$ cat src/rtl/oflow_div_pkg.sv
`default_nettype none
// ============================================================================
//  Module      : oflow_div_pkg
//  Description : Shared types and sizing helpers for the sequential divider
//                (state encoding, bits-per-cycle and counter-width helpers).
//  Revision    : 1.0 - initial release
// ============================================================================
package oflow_div_pkg;

    // Two-state controller encoding: IDLE (results valid) / BUSY (dividing)
    typedef logic [0:0] div_state_t;
    localparam div_state_t c_ST_IDLE = 1'b0;
    localparam div_state_t c_ST_BUSY = 1'b1;

    // Restoring steps performed per busy cycle: ceil(a_w / n_cyc)
    function automatic int calc_bits_per_cyc(input int a_w, input int n_cyc);
        return (a_w + n_cyc - 1) / n_cyc;
    endfunction

    // Width of the cycle counter, which is loaded with n_cyc-1
    function automatic int calc_cnt_width(input int n_cyc);
        return $clog2(n_cyc + 1);
    endfunction

endpackage
`default_nettype wire

$ cat src/rtl/oflow_div_seq_step.sv
`default_nettype none
// ============================================================================
//  Module      : oflow_div_seq_step
//  Description : One combinational radix-2 restoring division step: shift in
//                the next dividend bit, trial-subtract the divisor, restore
//                when the trial goes negative.
//  Revision    : 1.0 - initial release
// ============================================================================
module oflow_div_seq_step #(
    parameter int b_width = 8
) (
    input  logic [b_width:0]   rem_in,
    input  logic               dvd_bit,
    input  logic [b_width-1:0] divisor,
    output logic [b_width:0]   rem_out,
    output logic               q_bit
);

    logic [b_width:0] w_shift;
    logic [b_width:0] w_dvs;
    logic [b_width:0] w_diff;

    // With a non-zero divisor rem_in < divisor, so its top bit is clear and
    // the shifted value fits b_width+1 bits. A set top bit (only reachable
    // with a zero divisor) means the true shifted value exceeds the divisor.
    assign w_shift = {rem_in[b_width-1:0], dvd_bit};
    assign w_dvs   = {1'b0, divisor};
    assign w_diff  = w_shift - w_dvs;
    assign q_bit   = rem_in[b_width] | (w_shift >= w_dvs);
    assign rem_out = q_bit ? w_diff : w_shift;

endmodule
`default_nettype wire

$ cat src/rtl/oflow_div_seq.sv
`default_nettype none
// ============================================================================
//  Module      : oflow_div_seq
//  Description : Multi-cycle restoring integer divider with start/complete
//                handshake. R = ceil(a_width/num_cyc) quotient bits are
//                produced per cycle; results appear num_cyc unheld cycles
//                after the start edge. A start while busy restarts.
//                Optional macro OFLOW_DIV_SEQ_TC_MODE_EN selects two's
//                complement operands (truncating division, remainder takes
//                the dividend sign).
//  Revision    : 1.0 - initial release
// ============================================================================
module oflow_div_seq
    import oflow_div_pkg::*;
#(
    parameter int a_width = 8,
    parameter int b_width = 8,
    parameter int num_cyc = 3
) (
    input  logic               clk,
    input  logic               rst_n,
    input  logic               hold,
    input  logic               start,
    input  logic [a_width-1:0] a,
    input  logic [b_width-1:0] b,
    output logic               complete,
    output logic               divide_by_0,
    output logic [a_width-1:0] quotient,
    output logic [b_width-1:0] remainder
);

    localparam int c_R  = calc_bits_per_cyc(a_width, num_cyc);
    // The dividend is zero-padded at the MSB end up to num_cyc*R bits. Pad
    // slots see zero bits with a zero partial remainder, so they yield a zero
    // quotient bit and leave the partial remainder unchanged.
    localparam int c_W  = c_R * num_cyc;
    localparam int c_CW = calc_cnt_width(num_cyc);

    div_state_t         r_state;
    logic [c_CW-1:0]    r_cnt;
    logic [c_W-1:0]     r_work;     // dividend bits shift out MSB-first, quotient bits shift in
    logic [b_width:0]   r_prem;     // partial remainder
    logic [b_width-1:0] r_b;        // divisor magnitude
    logic [b_width-1:0] r_a_lo;     // raw low dividend bits for the divide-by-zero remainder
    logic               r_div0;
    logic [a_width-1:0] r_quot;
    logic [b_width-1:0] r_rem;

    logic [a_width-1:0] w_a_mag;
    logic [b_width-1:0] w_b_mag;
    logic [c_W-1:0]     w_work_init;
    logic [b_width:0]   w_prem [0:c_R];
    logic [c_R-1:0]     w_qbits;
    logic [c_W-1:0]     w_work_next;
    logic [a_width-1:0] w_q_mag;
    logic [b_width-1:0] w_r_mag;
    logic [a_width-1:0] w_q_res;
    logic [b_width-1:0] w_r_res;
    logic               w_div0;
    logic               w_accept;
    logic               w_advance;
    logic               w_last;

`ifdef OFLOW_DIV_SEQ_TC_MODE_EN
    logic r_a_neg;
    logic r_b_neg;
    logic w_a_neg;
    logic w_b_neg;

    assign w_a_neg = a[a_width-1];
    assign w_b_neg = b[b_width-1];
    assign w_a_mag = w_a_neg ? -a : a;
    assign w_b_mag = w_b_neg ? -b : b;
`else
    assign w_a_mag = a;
    assign w_b_mag = b;
`endif

    assign w_accept  = start & ~hold;
    assign w_advance = ~hold & ~start & (r_state == c_ST_BUSY);
    assign w_last    = w_advance & (r_cnt == '0);
    assign w_div0    = (r_b == '0);

    // Zero-extend the dividend magnitude into the working register
    always_comb begin
        w_work_init                = '0;
        w_work_init[a_width-1:0]   = w_a_mag;
    end

    // Chain of R restoring steps evaluated each busy cycle
    assign w_prem[0] = r_prem;
    for (genvar j = 0; j < c_R; j++) begin : g_step
        oflow_div_seq_step #(
            .b_width (b_width)
        ) u_step (
            .rem_in  (w_prem[j]),
            .dvd_bit (r_work[c_W-1-j]),
            .divisor (r_b),
            .rem_out (w_prem[j+1]),
            .q_bit   (w_qbits[c_R-1-j])
        );
    end

    assign w_work_next = {r_work[c_W-c_R-1:0], w_qbits};
    assign w_q_mag     = w_work_next[a_width-1:0];
    assign w_r_mag     = w_prem[c_R][b_width-1:0];

    // Final result selection, including divide-by-zero and sign fix-up
    always_comb begin
        w_q_res = w_q_mag;
        w_r_res = w_r_mag;
`ifdef OFLOW_DIV_SEQ_TC_MODE_EN
        if (w_div0) begin
            w_q_res = r_a_neg ? {1'b1, {(a_width-1){1'b0}}} : {1'b0, {(a_width-1){1'b1}}};
            w_r_res = r_a_lo;
        end else begin
            w_q_res = (r_a_neg ^ r_b_neg) ? -w_q_mag : w_q_mag;
            w_r_res = r_a_neg ? -w_r_mag : w_r_mag;
        end
`else
        if (w_div0) begin
            w_q_res = '1;
            w_r_res = r_a_lo;
        end
`endif
    end

    // Controller: IDLE->BUSY on start, count down busy cycles, BUSY->IDLE on last step
    always_ff @(posedge clk or negedge rst_n) begin
        if (!rst_n) begin
            r_state <= c_ST_IDLE;
            r_cnt   <= '0;
        end else if (w_accept) begin
            r_state <= c_ST_BUSY;
            r_cnt   <= c_CW'(num_cyc - 1);
        end else if (w_last) begin
            r_state <= c_ST_IDLE;
        end else if (w_advance) begin
            r_cnt   <= r_cnt - c_CW'(1);
        end
    end

    // Datapath: capture operands on start, run R steps per unheld busy cycle
    always_ff @(posedge clk or negedge rst_n) begin
        if (!rst_n) begin
            r_work  <= '0;
            r_prem  <= '0;
            r_b     <= '0;
            r_a_lo  <= '0;
`ifdef OFLOW_DIV_SEQ_TC_MODE_EN
            r_a_neg <= 1'b0;
            r_b_neg <= 1'b0;
`endif
        end else if (w_accept) begin
            r_work  <= w_work_init;
            r_prem  <= '0;
            r_b     <= w_b_mag;
            r_a_lo  <= a[b_width-1:0];
`ifdef OFLOW_DIV_SEQ_TC_MODE_EN
            r_a_neg <= w_a_neg;
            r_b_neg <= w_b_neg;
`endif
        end else if (w_advance) begin
            r_work  <= w_work_next;
            r_prem  <= w_prem[c_R];
        end
    end

    // Result registers: updated only when an operation finishes
    always_ff @(posedge clk or negedge rst_n) begin
        if (!rst_n) begin
            r_div0 <= 1'b0;
            r_quot <= '0;
            r_rem  <= '0;
        end else if (w_last) begin
            r_div0 <= w_div0;
            r_quot <= w_q_res;
            r_rem  <= w_r_res;
        end
    end

    assign complete    = (r_state == c_ST_IDLE);
    assign divide_by_0 = r_div0;
    assign quotient    = r_quot;
    assign remainder   = r_rem;

endmodule
`default_nettype wire

$ cat config.mk
export PLATFORM = sky130hd
export DESIGN_NAME = oflow_div_seq
export DESIGN_NICKNAME = d
export VERILOG_FILES = /design/src/rtl/oflow_div_pkg.sv /design/src/rtl/oflow_div_seq_step.sv /design/src/rtl/oflow_div_seq.sv
export SDC_FILE = /design/constraint.sdc
export NUM_CORES = 1
export LEC_CHECK = 0
export CELL_PAD_IN_SITES_DETAIL_PLACEMENT = 0
export CELL_PAD_IN_SITES_GLOBAL_PLACEMENT = 2
export CORE_MARGIN = 5
export CORE_UTILIZATION = 30
export DETAILED_ROUTE_END_ITERATION = 10
export GPL_TIMING_DRIVEN = 1
export PLACE_DENSITY = 0.69
export REMOVE_ABC_BUFFERS = 1
export SLEW_MARGIN = 40
export SYNTH_ARGS = -nofsm -noshare
export SYNTH_HDL_FRONTEND = slang
export SYNTH_SLANG_ARGS = --single-unit
export TNS_END_PERCENT = 1
$ cat constraint.sdc
create_clock -name clk -period 7.2 [get_ports clk]
set_clock_uncertainty 0.05 [all_clocks]
set_input_delay 1.44 -clock clk [delete_from_list [all_inputs] [get_ports clk]]
set_output_delay 1.44 -clock clk [all_outputs]
set_load 0.02 [all_outputs]
* Yosys cells after proc, flatten, opt, wreduce, memory -nomap -nowiden
Cells that the tools add are included.
Storage, ports and cells: input port bits 20, register bits 54
Cells by class: reductions and logical operators 5, mux-type cells 14, eq/ne operators 1, $add $sub $neg 4, bitwise operators 10, order comparisons 3
Operators by type and width (count):
- 9-bit 2-to-1 mux | 7
- 9-bit by 8-bit >= comparator with 1-bit output | 3
- 9-bit by 8-bit subtractor with 9-bit output | 3
- 8-bit 2-to-1 mux | 2
- 8-bit zero test | 1
- 2-bit 2-to-1 mux | 3
- 1-bit AND | 4
- 2-bit nonzero test | 2
- 1-bit inverter | 3
- 1-bit bitwise OR | 3
- 2-bit zero test | 1
- 1-bit 2-to-1 mux | 2
- 2-bit != test (second input constant) | 1
- 2-bit AND reduction | 1
- 2-bit by 1-bit subtractor with 2-bit output (second input constant) | 1

* Depth between registers and ports, before layout
Gate-level depths: netlist (run 1).
depth after elaboration 11, depth in mapped cells 29, depth with buffers taken out 27

* Hierarchy
Synthesis (run 1) repeated with hierarchy kept, for this count alone.
Unflattened totals: cells, all modules 445, area, all modules 3965.1 um^2
By module, submodules not included:
- oflow_div_seq | times used 1, seq. area each 1351.3 um^2, area an instance 2373.5 um^2, cells an instance 220
- oflow_div_seq_step at g_step[0].u_step ... | times used 2, seq. area each 0.0 um^2, area an instance 528.0 um^2, cells an instance 75
- oflow_div_seq_step at g_step[2].u_step | times used 1, seq. area each 0.0 um^2, area an instance 535.5 um^2, cells an instance 75

* Least setup slack after synthesis (run 1)
Ideal clock, no wire load.
path kind register to register, from register r_b[1], to register r_prem[1], stages on the path, launching flop included 30, path slack 1.257 ns, data arrival time 5.772 ns, period minus slack after synthesis 5.943 ns, required time 7.029 ns, path through dfrtp_1 -> inv_1 -> ha_1 -> nand2b_1 -> a21oi_2 -> o311a_1 -> nor2_2 -> clkbuf_1 -> nor2_1 -> a21oi_1 -> inv_1 -> ha_1 -> nor2b_1 -> o2111ai_1 -> nand3_1 -> and3_1 -> nor3_4 -> mux2_4 -> inv_1 -> ha_1 -> nor2b_1 -> o21a_1 -> o21ai_0 -> a21oi_1 -> o31ai_1 -> and2_1 -> o21ai_2 -> buf_6 -> mux2i_1 -> a22o_1
On the way: longest elaborated chain between the ends 11, elaborated cells between the ends (all ways) 14, classes of those cells add/sub (3); order compare (3); mux (5); bitwise (3)
Ends and longest elaborated chain:
- start: declaration | line oflow_div_seq.sv:43 | logic [b_width-1:0] r_b;
- start signal: assignment | line oflow_div_seq.sv:157 | r_b <= w_b_mag;
- 9-bit by 8-bit >= comparator with 1-bit output | line oflow_div_seq_step.sv:29 | assign q_bit = rem_in[b_width] | (w_shift >= w_dvs);
- 1-bit bitwise OR | line oflow_div_seq_step.sv:29
- 9-bit 2-to-1 mux | line oflow_div_seq_step.sv:30 | assign rem_out = q_bit ? w_diff : w_shift;
- 9-bit by 8-bit >= comparator with 1-bit output | line oflow_div_seq_step.sv:29
- 1-bit bitwise OR | line oflow_div_seq_step.sv:29
- 9-bit 2-to-1 mux | line oflow_div_seq_step.sv:30
- 9-bit by 8-bit >= comparator with 1-bit output | line oflow_div_seq_step.sv:29
- 1-bit bitwise OR | line oflow_div_seq_step.sv:29
- 9-bit 2-to-1 mux * | line oflow_div_seq_step.sv:30
- 9-bit 2-to-1 mux * | line oflow_div_seq.sv:163 | end else if (w_advance) begin
- 9-bit 2-to-1 mux * | line oflow_div_seq.sv:154 | end else if (w_accept) begin
- end signal: assignment | line oflow_div_seq.sv:165 | r_prem <= w_prem[c_R];
- end: declaration | line oflow_div_seq.sv:42 | logic [b_width:0] r_prem;
Mark *: on every way between the ends. The rest lies on a longest branch, timed or not. The select of a mux whose other input is x is not followed. A chain may end at the register's enable or synchronous reset.

* Final worst setup path (run 1)
Same ends and word-level chain as after synthesis.

==> results of run 1 <==
[cells in the mapped netlist (2+ instances only)]
| library cell | count |
|---|---|
| o211ai_1 | 2 |
| mux2_2 | 16 |
| inv_1 | 20 |
| xnor2_1 | 11 |
| a211oi_1 | 4 |
| and3_1 | 2 |
| a21o_1 | 11 |
| or4_1 | 2 |
| nor2b_1 | 5 |
| o21bai_1 | 2 |
| a21oi_1 | 11 |
| clkbuf_1 | 11 |
| nor4_1 | 2 |
| ha_1 | 25 |
| o21a_1 | 4 |
| dfrtp_1 | 54 |
| nand2b_1 | 6 |
| o22a_1 | 6 |
| nand3_1 | 3 |
| nand4_1 | 6 |
| a22o_1 | 6 |
| mux2i_1 | 10 |
| nor3_1 | 9 |
| and2_1 | 2 |
| nor2_1 | 28 |
| a22oi_1 | 14 |
| xor2_1 | 4 |
| o21ai_0 | 36 |
| a211oi_2 | 2 |
| fa_1 | 3 |
| nand2_1 | 27 |
| o2111ai_1 | 2 |
[worst max path at each step]
stage | slack [ns] | end
after floorplan | 1.32 | r_prem[1]
after global placement | 0.85 | r_prem[1]
after detailed placement | 0.76 | r_prem[1]
after CTS | 0.73 | r_prem[1]
after global routing | 0.20 | r_prem[1]
final | 0.74 | r_prem[1]
[cell type report]
class | count | area [um^2]
clock buffers | 5 | 125.1
clock inverters | 2 | 13.76
fillers | 1226 | 7622
inverters | 20 | 75.07
multi-input cells | 285 | 2145
flip-flops and latches | 54 | 1351
well taps | 147 | 183.9
repair buffers | 41 | 395.4
[layer usage]
layer | GRT usage, % | vias up | part of all wire (%) | wire length (um)
li1 | - | 1438 | - | -
met1 | 21.56 | 1489 | 50 | 5444
met2 | 25.46 | 47 | 46 | 4984
met3 | 2.828 | 7 | 2.6 | 287
met4 | 3.364 | 0 | 1.3 | 142
met5 | 0 | - | 0 | 0
[cells by family (layout without fill, tap and decap cells)]
logic type | Yosys count | in the layout
xor gates and xnor gates | 15 | 15
AOI/OAI and AO/OA | 116 | 116
and+or+nand+nor | 99 | 99
muxes | 27 | 27
DFF | 54 | 54
adders and majority gates | 28 | 28
buffers and inverters | 32 | 68
[critical path, cell delays in order (launching register included)]
cell and delay (ns):
dfrtp_1 0.47, inv_1 0.19, ha_1 0.34, nand2b_1 0.11
a21oi_2 0.08, o311a_1 0.39, nor2_2 0.34, nor2_1 0.09
a21oi_1 0.26, inv_1 0.09, ha_1 0.29, nor2b_1 0.15
o2111ai_1 0.23, nand3_1 0.17, and3_1 0.25, nor3_4 0.23
buf_4 0.25, mux2i_1 0.29, ha_1 0.32, o21a_1 0.13
o21ai_0 0.22, a21oi_1 0.16, o31ai_1 0.35, and2_1 0.21
o21ai_2 0.20, mux2i_1 0.23, a22o_1 0.28
[stage by stage]
step / instance area [um^2] / utilization, % / cells / hold WS, ns / setup WS, ns
after floorplan: 3553 / - / 359 / 0.3998 / 1.322
after global placement: 4139 / 34.75 / 547 / 0.4170 / 0.8509
after detailed placement: 4150 / 34.84 / 547 / 0.4207 / 0.7584
after CTS: 4289 / 36.01 / 554 / 0.4380 / 0.7286
after global routing: 4289 / 36.01 / 554 / 0.4774 / 0.2007
final: 4289 / 36.01 / 554 / 0.4324 / 0.7446
[registers in the layout, indices dropped and copies added, names as in the netlist]
| signal | cells |
|---|---|
| quotient | 8 |
| r_a_lo | 8 |
| r_work | 9 |
| r_cnt | 2 |
| r_b | 8 |
| r_state | 1 |
| remainder | 8 |
| r_prem | 9 |
| divide_by_0 | 1 |
==> results.md, run 1 <==
- Worst r2r path cells: 26
- Hold depth: 2
- Crit end category: register
- Highest Clock Rate: 154.9 MHz
- Synth area leader: dfrtp_1
- CTS Buffer Depth: 2
- Slew headroom: 44.92%
- IO Pins: 38
- Commonest non-fill, non-tap cell in the layout: dfrtp_1
- Total CTS buffers: 5
- CTS tree: yes
- Vias in the first global route: 3155
- Most used cells in the layout excluding fill and tap cells: 54 x dfrtp_1, 36 x o21ai_0, 36 x clkdlybuf4s50_1
- XOR/XNOR Fraction of Synth Area: 3.643%
- N_diodes: 0
- Tmin final: 6.455 ns
- Post-synth EDFFs: 0
- Tcrit/Tclk final: 89.66%
- H-Tree Depth: 2
- Die X: 119.6 um
- Final-report hold violation count: 0
- Worst R2R End: r_prem[1]
- DR iter-0 viols: 104
- Avg Cell Area, Syn: 9.720 um^2
- CP Max Fanout: 10
- Final WL: 10860 um
- Clk_lat worst skew: 0.29 ns
- Via count: 2981
- Initial antenna violation count: 0
- R2r startpoint: r_b[1]
- Transition time of the tightest slew-check pin: 0.8257 ns
- Mapped Area: 3606 um^2
- Status: finished, final reports clean
- Die area: 14310 um^2
- Via density: 5.381
- Hold Crit Start: r_work[6]
- Fraction of synthesized area in multiplexers: 8.189%
- Area grow syn2layout: 18.95%
- Setup_tns: 0 ns
- Setup bufs post-CTS: 0
- Ys async rst share: 100.0%
- Core box area: 11910 um^2
- DRC errors left: 0
- Clk sink count: 54
- Compound-cell area share of the yosys netlist: 23.35%
- Initial DRT Pass Iterations: 4
- Final net count: 455
- Global-route wire length before repair: 17440 um
- Critical path class: register to register
- FF+latch count, synth: 54
- Hold buffers post-CTS: 0
- GR Util All Layers: 15.57%
- Dominant cells by area after synthesis: dfrtp_1 37%, ha_1 8.7%, o21ai_0 5.0%, mux2_2 5.0%, a22oi_1 2.9%
- Register-to-Register Setup Slack: 0.74 ns
- ANT nets after route: 0
- Max-cap violations: 0
- Setup crit start: r_b[1]
- Final Slew Violations: 0
- Hold crit path type: register to register
- Grt ovf: 0
- Count of cell types in the netlist: 57
- RSZ-0062 raised after global routing: false
- CTS clk-pin slew, worst paths: 0.07 ns
- Largest family of logic cells by synthesized area: compound AO/OA/AOI/OAI gates
- Die Y: 119.6 um
- Adder-Cell Fraction of Synth Area: 10.34%
- CTS resizes: 0
- Simple-Gate Fraction of Synth Area: 13.46%
- WHS Endpoint: r_work[6]
- I/O Buffers: 37
- Placer Congestion: 0.8190
- Initial Utilization: 30.27%
- Worst path arrival time: 6.59 ns
- Pin count of the biggest net entering global routing: 55
- Area share of the largest cell type after synthesis: 37.47%
- Rows: 40
- Startpoint types: register
- Yosys warns: 0
- Synth Flop Type: dfrtp_1
- Post-DP HPWL: 8315 um
- CP Data Required Time: 7.33 ns
- Cells after synthesis: 371
- CTS root buffer: clkbuf_16
- Per-cell routed wire length: 19.60 um
- Final setup vio count: 0
- Register area share after synthesis: 37.47%
- Layout cells sized above 1: 11.30%
Power of run 1 is left out: the tool's default activity adds up to more than one toggle a clock period on the data nets, which glitch-free logic cannot reach.
==> run 2, diff against run 1 <==
--- a/config.mk
+++ b/config.mk
@@ -11,9 +11,9 @@
 export CORE_UTILIZATION = 30
 export DETAILED_ROUTE_END_ITERATION = 10
 export GPL_TIMING_DRIVEN = 1
+export HOLD_SLACK_MARGIN = 0.06
 export PLACE_DENSITY = 0.69
 export REMOVE_ABC_BUFFERS = 1
-export SLEW_MARGIN = 40
 export SYNTH_ARGS = -nofsm -noshare
 export SYNTH_HDL_FRONTEND = slang
 export SYNTH_SLANG_ARGS = --single-unit
==> run 2 against run 1 <==
Net effect:
- design area is 0.26% lower
- final cell count unchanged
- die area unchanged
- non-clock buffer count unchanged
- critical endpoint unchanged
- worst hold slack gained 0.0035 ns
- routed wire length shrank 1.5%
- core utilization fell by 0.095 points
- worst setup slack better by 0.022 ns
==> results.md, run 2 (synthesized netlist as in run 1, its figures left out) <==
- Initial antenna violation count: 0 (unchanged)
- Crit end category: register (unchanged)
- Setup bufs post-CTS: 0 (unchanged)
- CP delay by family, top: compound AO/OA/AOI/OAI gates (unchanged)
- R2r startpoint: r_b[1] (unchanged)
- Largest regs: r_prem: 9 flops, r_work: 9 flops (unchanged)
- Hold Crit Start: r_work[6] (unchanged)
- Die X: 119.6 um (unchanged)
- Critical-path top delay cell: dfrtp_1 (unchanged)
- Die area: 14310 um^2 (unchanged)
- CTS tree: yes (unchanged)
- Post-DP HPWL: 8232 um (was 8315 um)
- Per-cell routed wire length: 19.31 um (was 19.60 um)
- IO Pins: 38 (unchanged)
- Vias in the first global route: 3096 (was 3155)
- Worst path bufs/invs: 2 (was 3)
- CP Data Required Time: 7.33 ns (about the same)
- Storage cell area: 1351 um^2 (unchanged)
- Most used cells in the layout excluding fill and tap cells: 54 x dfrtp_1, 36 x o21ai_0, 36 x clkdlybuf4s50_1 (unchanged)
- Initial Utilization: 30.27% (unchanged)
- Placer Congestion: 0.8190 (unchanged)
- H-Tree Depth: 2 (unchanged)
- Layout cells sized above 1: 11.06% (was 11.30%)
- Final-report hold violation count: 0 (unchanged)
- Initial DRT Pass Iterations: 5 (was 4)
- Final Slew Violations: 0 (unchanged)
- CP Max Fanout: 10 (unchanged)
- Transition time of the tightest slew-check pin: 1.085 ns (was 0.8257 ns)
- N_diodes: 0 (unchanged)
- Tmin final: 6.433 ns (was 6.455 ns)
- RSZ-0062 raised after global routing: false (unchanged)
- Final setup vio count: 0 (unchanged)
- Rows: 40 (unchanged)
- Max-cap violations: 0 (unchanged)
- GR Util All Layers: 15.28% (was 15.57%)
- Final net count: 455 (unchanged)
- Hold crit path type: register to register (unchanged)
- Tcrit/Tclk final: 89.35% (was 89.66%)
- ANT nets after route: 0 (unchanged)
- Startpoint types: register (unchanged)
- DRC errors left: 0 (unchanged)
- CP max stage delay: 0.47 ns (about the same)
- Setup crit start: r_b[1] (unchanged)
- DR iter-0 viols: 123 (was 104)
- Status: finished, final reports clean (unchanged)
- Pin count of the biggest net entering global routing: 55 (unchanged)
- Clk sink count: 54 (unchanged)
- Via count: 2964 (was 2981)
- CP cell instances: inv_1, ha_1, nand2b_1, a21oi_2, o311a_1, nor2_2, mux2_2, ha_1, nand4_1, nor2_1, a211oi_2, o31ai_2, nor3_4, buf_4, mux2i_1, ha_1, o21a_1, o21ai_0, a21oi_1, o31ai_1, and2_1, o21ai_2, mux2i_1, a22o_1
- CTS clk-pin slew, worst paths: 0.06 ns (was 0.07 ns)
- Core box area: 11910 um^2 (unchanged)
- Die Y: 119.6 um (unchanged)
- Multi-input logic area: 2133 um^2 (was 2145 um^2)
- Grt ovf: 0 (unchanged)
- Via density: 5.350 (was 5.381)
- Fill count: 1245 (was 1226)
- Worst path arrival time: 6.56 ns (was 6.59 ns)
- Global-route wire length before repair: 17080 um (was 17440 um)
- Highest Clock Rate: 155.5 MHz (was 154.9 MHz)
- Critical path class: register to register (unchanged)
- Slew headroom: 27.35% (was 44.92%)
- CTS resizes: 0 (unchanged)
- Area grow syn2layout: 18.63% (was 18.95%)
- Commonest non-fill, non-tap cell in the layout: dfrtp_1 (unchanged)
- Total CTS buffers: 5 (unchanged)
- CTS root buffer: clkbuf_16 (unchanged)
- Clk_lat worst skew: 0.30 ns (was 0.29 ns)
- CTS Buffer Depth: 2 (unchanged)
- I/O Buffers: 37 (unchanged)
- Setup_tns: 0 ns (unchanged)
- Cell repeated most along the worst path: ha_1 (unchanged)
- Final WL: 10700 um (was 10860 um)
- Hold buffers post-CTS: 0 (unchanged)
==> run 2: cell counts in the layout (fill, tap and decap cells not counted) <==
No cell type changed its count.
==> run 2: per-layer routing <==
metal | wire (um) | global-route usage, % | vias to the layer above | part of all wire (%)
met2 | 4979 | 25.11 | 49 | 47
li1 | - | - | 1437 | -
met1 | 5321 | 21.36 | 1469 | 50
met3 | 267 | 2.309 | 9 | 2.5
met5 | 0 | 0 | - | 0
met4 | 129 | 3.293 | 0 | 1.2
==> run 2: area by class of cell <==
type                    instances  area share (%)
multi-input cells             285           49.87
flip-flops and latches         54           31.59
repair buffers                 41           9.242
well taps                     147           4.299
clock buffers                   5           2.925
inverters                      20           1.755
clock inverters                 2          0.3217
==> run 2: stage by stage <==
step	area (um^2)	std cells	hold WS, ns	setup slack (ns)	util [%]
floorplan	3553	359	0.3998	1.322	-
global placement	4139	547	0.4170	0.8509	34.75
detailed placement	4139	547	0.4215	0.7664	34.75
CTS	4278	554	0.4367	0.7595	35.91
global route	4278	554	0.4576	0.1371	35.91
finish	4278	554	0.4358	0.7671	35.91
==> run 2: worst register-to-register path: stages (launching register included) <==
cell,delay [ns]
dfrtp_1,0.47
inv_1,0.19
ha_1,0.34
nand2b_1,0.11
a21oi_2,0.08
o311a_1,0.39
nor2_2,0.34
mux2_2,0.45
ha_1,0.44
nand4_1,0.16
nor2_1,0.07
a211oi_2,0.21
o31ai_2,0.18
nor3_4,0.22
buf_4,0.24
mux2i_1,0.29
ha_1,0.32
o21a_1,0.13
o21ai_0,0.22
a21oi_1,0.15
o31ai_1,0.35
and2_1,0.21
o21ai_2,0.20
mux2i_1,0.24
a22o_1,0.28
==> run 2: final timing paths <==
kind                       slack (ns)           end  depth (start not counted)
setup / recovery                 0.77     r_prem[1]                         24
hold / removal                   0.44     r_work[6]                          2
setup reg to reg                 0.77     r_prem[1]                         24
hold reg to reg                  0.44     r_work[6]                          2
max in group asynchronous        5.39     r_prem[1]                          2
min in group asynchronous        1.21  remainder[6]                          2
Power of run 2 is left out for the same reason.
